--- src/rtl/sprite_anim_engine.sv ---
// rtl/sprite_anim_engine.sv - scaled multi-frame sprite renderer (optional mirror: SPRITE_HFLIP_EN)
module sprite_anim_engine #(
   parameter int SPR_W      = 54,
   parameter int SPR_H      = 77,
   parameter int SCALE_SH_X = 1,
   parameter int SCALE_SH_Y = 1,
   parameter int FRAMES     = 4,
   parameter int ADDR_W     = 15,
   parameter int IDX_W      = 4,
   parameter int TRANSP_IDX = 0
) (
   input  logic              vga_clk,
   input  logic              reset_n,
   input  logic [9:0]        DrawX,
   input  logic [9:0]        DrawY,
   input  logic [9:0]        SpriteX,
   input  logic [9:0]        SpriteY,
   input  logic              blank,
   input  logic              frame_tick,
   input  logic              anim_start,
   input  logic              anim_loop,
   input  logic [7:0]        hold_frames,
   input  logic              flip,
   output logic [ADDR_W-1:0] rom_addr,
   input  logic [IDX_W-1:0]  rom_q,
   output logic [IDX_W-1:0]  pix_index,
   output logic              sprite_on,
   output logic              anim_busy,
   output logic              anim_done
);

   localparam int BOX_W    = SPR_W << SCALE_SH_X;
   localparam int BOX_H    = SPR_H << SCALE_SH_Y;
   localparam int FRAME_SZ = SPR_W * SPR_H;
   localparam int FW       = (FRAMES > 1) ? $clog2(FRAMES) : 1;

   typedef enum logic [1:0] {S_IDLE, S_PLAY, S_HOLD} state_t;

   state_t            state_q, state_d;
   logic [FW-1:0]     frame_q, frame_d;
   logic [7:0]        cnt_q, cnt_d;
   logic              pend_q, pend_d;
   logic              loop_q, loop_d;
   logic              done_q, done_d;
   logic [9:0]        lx_q, lx_d;
   logic [9:0]        ly_q, ly_d;
`ifdef SPRITE_HFLIP_EN
   logic              lflip_q, lflip_d;
`endif

   logic [10:0]       dx, dy, col, row, col_m;
   logic              hit;
   logic [ADDR_W-1:0] addr_d;
   logic [ADDR_W-1:0] rom_addr_q;
   logic              hit_d1_q, blank_d1_q, hit_d2_q, blank_d2_q;
   logic              sprite_on_d, sprite_on_q;
   logic [IDX_W-1:0]  pix_index_d, pix_index_q;

   // Animation sequencer and frame-synchronous latching of position/mirror
   always_comb begin
      state_d = state_q;
      frame_d = frame_q;
      cnt_d   = cnt_q;
      pend_d  = pend_q;
      loop_d  = loop_q;
      done_d  = 1'b0;
      lx_d    = lx_q;
      ly_d    = ly_q;
`ifdef SPRITE_HFLIP_EN
      lflip_d = lflip_q;
`endif
      if (anim_start) begin
         loop_d = anim_loop;
      end
      if (frame_tick) begin
         lx_d = SpriteX;
         ly_d = SpriteY;
`ifdef SPRITE_HFLIP_EN
         lflip_d = flip;
`endif
         if (pend_q || anim_start) begin
            // a start request overrides whatever the sequencer was doing
            state_d = S_PLAY;
            frame_d = '0;
            cnt_d   = hold_frames;
            pend_d  = 1'b0;
         end else if (state_q == S_PLAY) begin
            if (cnt_q != 8'd0) begin
               cnt_d = cnt_q - 8'd1;
            end else if (frame_q != FW'(FRAMES - 1)) begin
               frame_d = frame_q + FW'(1);
               cnt_d   = hold_frames;
            end else if (loop_q) begin
               frame_d = '0;
               cnt_d   = hold_frames;
            end else begin
               state_d = S_HOLD;
               done_d  = 1'b1;
            end
         end
      end else if (anim_start) begin
         pend_d = 1'b1;
      end
   end

   // Sequencer and latched-set registers
   always_ff @(posedge vga_clk or negedge reset_n) begin
      if (!reset_n) begin
         state_q <= S_IDLE;
         frame_q <= '0;
         cnt_q   <= '0;
         pend_q  <= 1'b0;
         loop_q  <= 1'b0;
         done_q  <= 1'b0;
         lx_q    <= '0;
         ly_q    <= '0;
`ifdef SPRITE_HFLIP_EN
         lflip_q <= 1'b0;
`endif
      end else begin
         state_q <= state_d;
         frame_q <= frame_d;
         cnt_q   <= cnt_d;
         pend_q  <= pend_d;
         loop_q  <= loop_d;
         done_q  <= done_d;
         lx_q    <= lx_d;
         ly_q    <= ly_d;
`ifdef SPRITE_HFLIP_EN
         lflip_q <= lflip_d;
`endif
      end
   end

   // Box hit test and texel address; negative offsets wrap high and miss the box
   always_comb begin
      dx  = {1'b0, DrawX} - {1'b0, lx_q};
      dy  = {1'b0, DrawY} - {1'b0, ly_q};
      hit = (dx < 11'(BOX_W)) && (dy < 11'(BOX_H));
      col = dx >> SCALE_SH_X;
      row = dy >> SCALE_SH_Y;
`ifdef SPRITE_HFLIP_EN
      col_m = lflip_q ? (11'(SPR_W - 1) - col) : col;
`else
      col_m = col;
`endif
      addr_d = '0;
      if (hit) begin
         addr_d = ADDR_W'(frame_q) * ADDR_W'(FRAME_SZ)
                + ADDR_W'(row) * ADDR_W'(SPR_W)
                + ADDR_W'(col_m);
      end
   end

   // Final stage: ROM data qualified by delayed hit, blank and transparency
   always_comb begin
      sprite_on_d = hit_d2_q && blank_d2_q && (rom_q != IDX_W'(TRANSP_IDX));
      pix_index_d = sprite_on_d ? rom_q : '0;
   end

   // Three-stage pixel pipeline aligned with the synchronous ROM read
   always_ff @(posedge vga_clk or negedge reset_n) begin
      if (!reset_n) begin
         rom_addr_q  <= '0;
         hit_d1_q    <= 1'b0;
         blank_d1_q  <= 1'b0;
         hit_d2_q    <= 1'b0;
         blank_d2_q  <= 1'b0;
         sprite_on_q <= 1'b0;
         pix_index_q <= '0;
      end else begin
         rom_addr_q  <= addr_d;
         hit_d1_q    <= hit;
         blank_d1_q  <= blank;
         hit_d2_q    <= hit_d1_q;
         blank_d2_q  <= blank_d1_q;
         sprite_on_q <= sprite_on_d;
         pix_index_q <= pix_index_d;
      end
   end

   assign rom_addr  = rom_addr_q;
   assign sprite_on = sprite_on_q;
   assign pix_index = pix_index_q;
   assign anim_busy = (state_q == S_PLAY);
   assign anim_done = done_q;

endmodule

--- config.mk ---
export PLATFORM = sky130hd
export DESIGN_NAME = sprite_anim_engine
export DESIGN_NICKNAME = d
export VERILOG_FILES = /design/src/rtl/sprite_anim_engine.sv
export SDC_FILE = /design/constraint.sdc
export NUM_CORES = 1
export LEC_CHECK = 0
export CORE_ASPECT_RATIO = 0.9
export CORE_MARGIN = 2
export CORE_UTILIZATION = 44
export DETAILED_ROUTE_END_ITERATION = 10
export HOLD_SLACK_MARGIN = 0.15
export PLACE_DENSITY = 0.72
export SLEW_MARGIN = 20
export SYNTH_ARGS = -nofsm -noshare
export SYNTH_HDL_FRONTEND = slang
export SYNTH_SLANG_ARGS = --single-unit
export TNS_END_PERCENT = 5
--- constraint.sdc ---
create_clock -name vga_clk -period 7.46 [get_ports vga_clk]
set_input_delay 1.492 -clock vga_clk [delete_from_list [all_inputs] [get_ports vga_clk]]
set_output_delay 1.492 -clock vga_clk [all_outputs]
set_load 0.02 [all_outputs]
Word level (Yosys, flattened, before mapping)
Index checks and enable logic that the tools add are counted.
W data, S select, Z words.
- add/subtract/negate cells: 6
- multiply operators: 2
- magnitude comparators: 2
- eq/ne operators: 6
- mux-type cells: 26
- reductions and logical operators: 14
- operator list (operator ; number):
    $mux W8 ; 5
    $sub A10 B10 Y11 ; 2
    $mux W2 ; 10
    $add A15 B10 Y15 ; 1
    $add A15 B15 Y15 ; 1
    $mux W15 ; 1
    $mul A10 B5 Y14 const B ; 1
    $mul A2 B12 Y14 const B ; 1
    $lt A11 B7 Y1 const B ; 1
    $lt A11 B8 Y1 const B ; 1
    $mux W1 ; 9
    $reduce_bool A4 Y1 ; 2
    $reduce_bool A8 Y1 ; 1
    $sub A8 B1 Y8 const B ; 1
    $ne A2 B2 Y1 const B ; 3
    $reduce_and A5 Y1 ; 1
    $mux W4 ; 1
    $ne A2 B1 Y1 const B ; 2
    $reduce_and A4 Y1 ; 1
    $reduce_bool A2 Y1 ; 2
    $logic_and A1 B1 Y1 ; 3
    $reduce_and A3 Y1 ; 1
    $reduce_bool A3 Y1 ; 1
    $add A2 B1 Y2 const B ; 1
    other kinds (3) ; 3
- flip-flop bits (word level): 59
- input bits: 59
- output and inout bits: 22

Depth between registers and ports, before layout
- depth after elaboration: 6
- depth in mapped cells: 27
- gate-level depth less buffers: 27

Worst setup path after synthesis
Ideal clock, no wire load.
- path kind: input to register
- from: in DrawY[0]
- to: reg rom_addr_q[14] (netlist: rom_addr[14])
- arrival: 7050 ps
- data required time: 7381 ps
- path slack: 331 ps
- cell stages on the path: 24
- cell sequence: nand2b_1 fa_1 a21o_1 a221o_1 xor2_1 inv_1 ha_1 inv_1 fa_1 fa_1 inv_1 ha_1 or4_4 o21ai_2 o21bai_1 a21oi_1 xnor2_1 ha_1 ha_1 a211oi_1 a21oi_1 o21ai_0 or3_1 a21oi_1
- cells in the longest elaborated chain, start to end: 5
- ends and longest elaborated chain (element ; line ; text):
    start: declaration ; 15 ; input logic [9:0] DrawY,
    $sub A10 B10 Y11 (*) ; 138 ; dy = {1'b0, DrawY} - {1'b0, ly_q};
    $mul A10 B5 Y14 ; 150 ; + ADDR_W'(row) * ADDR_W'(SPR_W)
    $add A15 B15 Y15 ; 150 ;
    $add A15 B10 Y15 ; 151 ; + ADDR_W'(col_m);
    $mux W15 (*) ; 148 ; if (hit) begin
    net addr_d[14] ; 53 ; logic [ADDR_W-1:0] addr_d;
    end signal: assignment ; 172 ; rom_addr_q <= addr_d;
    end: declaration ; 54 ; logic [ADDR_W-1:0] rom_addr_q;
Mark *: on every way through the listed nets, which the timed path passes. The rest lies on a longest branch.
A chain may end at the register's enable or synchronous reset.

Final worst setup path
Ends and elaborated chain as after synthesis.

==> flow_summary.yaml <==
grt:
  grt_max_degree: 60
  grt_pass1_vias: 4178
  grt_pass1_wl_um: 18900
  grt_use_total: 0.182
  antenna_found_initial: 0
  overflow: 0
yosys:
  synth_area_um2: 5170
  synth_fp_nets: 716
  async_reset_ff_frac: 1.00
  ys_seq_area_frac: 0.286
  yosysWarnings: 0
  synth.distinct_cells: 67
  synth_top_area_frac: 0.286
  synthTopCellsByArea: "dfrtp_1 (29%), ha_1 (17%), fa_1 (8.5%)"
  post-synth-top-count-cell: "inv_1"
  synth-edff-count: 0
  synth_area_per_cell_um2: 9.18
  synth-seq-cells: 59
  yosys.area.top_type: "dfrtp_1"
  ys.flop_type: "dfrtp_1"
  ys_top_cells_by_count: "inv_1 (79), ha_1 (72), dfrtp_1 (59)"
  syn_inst: 563
setup_path:
  crit_fanout: 3
  worstReg2RegStart: "ly_q[0]$_DFFE_PN0P_"
  slowest_delay_ns: 0.54
  r2r_end: "rom_addr[14]$_DFF_PN0_"
  setup.worst_path.start_class: "input port"
  crit_start: "DrawY[0]"
  r2r_slack_ns: 1.62
  r2r_cells: 24
  cp_slowest_cell: "fa_1"
  critPathRequiredTime_ns: 7.70
  worst-setup-path-type: "input port to register"
  cp-end-kind: "register"
  crit_arrival_ns: 7.40
detailed_routing:
  viasPerCell: 5.15
  drt-total-wl_um: 10900
  first_iter_violations: 186
  antenna_left: 0
  avgRoutedWirePerCell_um: 13.3
  vias: 4246
  firstDrtPassIters: 4
  drc: 0
sta:
  hold_viol_final: 0
  rsz0062_at_grt: "no"
  timing.final.crit_share: 0.961
  hold_slack_ns: 0.347
  tightest_slew_ns: 0.735
  worst_slack_ns: 0.291
  fin_crit_ns: 7.17
  setup_violations: 0
  maxSlewHeadroom: 0.510
  timing.fmax_ghz: 0.139
  finClkSkew_ns: 0.00870
  drv_slew: 0
layout:
  fillers: 1023
  n_antenna_cell: 0
  fin_nets: 819
  layout-area-overhead-vs-synth_pct: 27.2
  layout.cells.non_filler: 825
  layout-drive-gt1-share: 0.109
placement:
  dpl.cell_count: 810
  hpwl_um: 8890
  io_buffers: 79
  dp_slack_ns: -0.137
  gp_congestion: 0.885
die:
  initial_core_util: 0.452
  core_area_um2: 11400
  dieArea_um2: 12600
  fp.dieW_um: 118
  rows: 37
  die_y_um: 107
  ioPinCount: 81
min_path:
  min_to: "blank_d2_q$_DFF_PN0_"
  hp-start: "blank_d1_q$_DFF_PN0_"
  min_path_cells: 0
  worstHoldPathType: "register to register"
outcome:
  outcome: "completed"
cts:
  hold_buffers: 0
  cts-root-buf: "clkbuf_16"
  cts_buffer_depth: 2
  cts.sinks: 59
  clk_pin_slew_ns: 0.05
  clock_latency_ns: 0.33
  htree_levels: 3
  numCtsBuffers: 9
  tritoncts: "done"
run:
  cap_violations: 0
==> worst max-delay path, delay by kind of cell <==
kind	cells	cell delay, ns
xor+xnor	2	0.30
compound gates	11	1.81
fa+ha+maj	6	2.18
buf+inv	3	0.56
simple gates	3	1.07
==> repair_timing <==
item | in CTS | in global routing
endpoints found under the setup margin | 0 | 1
gates resized for setup | 0 | 6
buffers inserted | 0 | 1
==> layout make-up <==
class / count / area (µm²) / share of cell area
Clock buffer: 11 / 243 / 0.0369
Clock inverter: 3 / 40.0 / 0.00609
Inverter: 80 / 300 / 0.0457
Multi-Input combinational cell: 414 / 3360 / 0.511
Sequential cell: 59 / 1480 / 0.225
Tap cell: 156 / 195 / 0.0297
Timing Repair Buffer: 102 / 958 / 0.146
==> how the worst max path moves through the flow <==
stage	to	slack, ns	depth (start not counted)
6_report	rom_addr[14]$_DFF_PN0_	0.29	25
4_1_cts	rom_addr[14]$_DFF_PN0_	0.20	26
2_1_floorplan	rom_addr[14]$_DFF_PN0_	0.33	24
3_5_place_dp	rom_addr[14]$_DFF_PN0_	-0.14	26
5_1_grt	rom_addr[14]$_DFF_PN0_	0.01	25
3_3_place_gp	rom_addr[14]$_DFF_PN0_	-0.04	25
==> cell families (layout without fill, tap and decap cells) <==
group	Yosys count	count (layout)	share of synthesized area
AOI/OAI and AO/OA	147	147	0.185
and+or+nand+nor	135	135	0.135
adders and majority gates	94	94	0.260
buffers and inverters	90	196	0.0685
DFF	59	59	0.286
xor gates and xnor gates	34	34	0.0576
muxes	4	4	0.00847
==> registers in the layout (all words and copies together) (netlist names) <==
name and cells:
cnt_q 8, hit_d1_q 1, state_q 2, rom_addr 15, pix_index 4, anim_done 1
blank_d1_q 1, sprite_on 1, lx_q 10, loop_q 1, blank_d2_q 1, ly_q 10
pend_q 1, frame_q 2, hit_d2_q 1
==> routing by layer <==
metal,vias to the layer above,track usage,wire [µm]
met2,105,0.310,5280
met3,18,0.0447,578
met4,0,0.0525,200
li1,2135,-,-
met1,1988,0.231,4880
met5,-,0,0
==> cells in the final DEF (no fill, tap or decap), drive strengths merged, types with 3 or more instances in the layout <==
master | Yosys | layout
nor2 | 39 | 39
nand2b | 9 | 9
dfrtp | 59 | 59
fa | 22 | 22
o21bai | 3 | 3
or3 | 4 | 4
ha | 72 | 72
nor4 | 4 | 4
and3 | 5 | 5
and2 | 4 | 4
or2 | 4 | 4
nand3 | 6 | 6
a21o | 13 | 13
nand2 | 35 | 35
mux2 | 3 | 3
o21a | 5 | 5
a211oi | 6 | 6
clkbuf | 6 | 11
inv | 80 | 80
buf | 4 | 24
xnor2 | 20 | 20
nor2b | 5 | 5
a21oi | 30 | 30
o21ai | 60 | 60
xor2 | 14 | 14
clkdlybuf4s50 | 0 | 78
a31oi | 6 | 6
nor3 | 11 | 11
==> through the flow <==
step / area, µm² / util / TNS (ns)
finish: 6580 / 0.575 / 0
global placement: 6260 / 0.547 / -0.0427
CTS: 6540 / 0.572 / 0
floorplan: 5170 / - / 0
global route: 6580 / 0.575 / 0
detailed placement: 6260 / 0.547 / -0.137
Power is not shown: default switching activity piles up to over one toggle a cycle in this logic, so the estimate is an artifact.
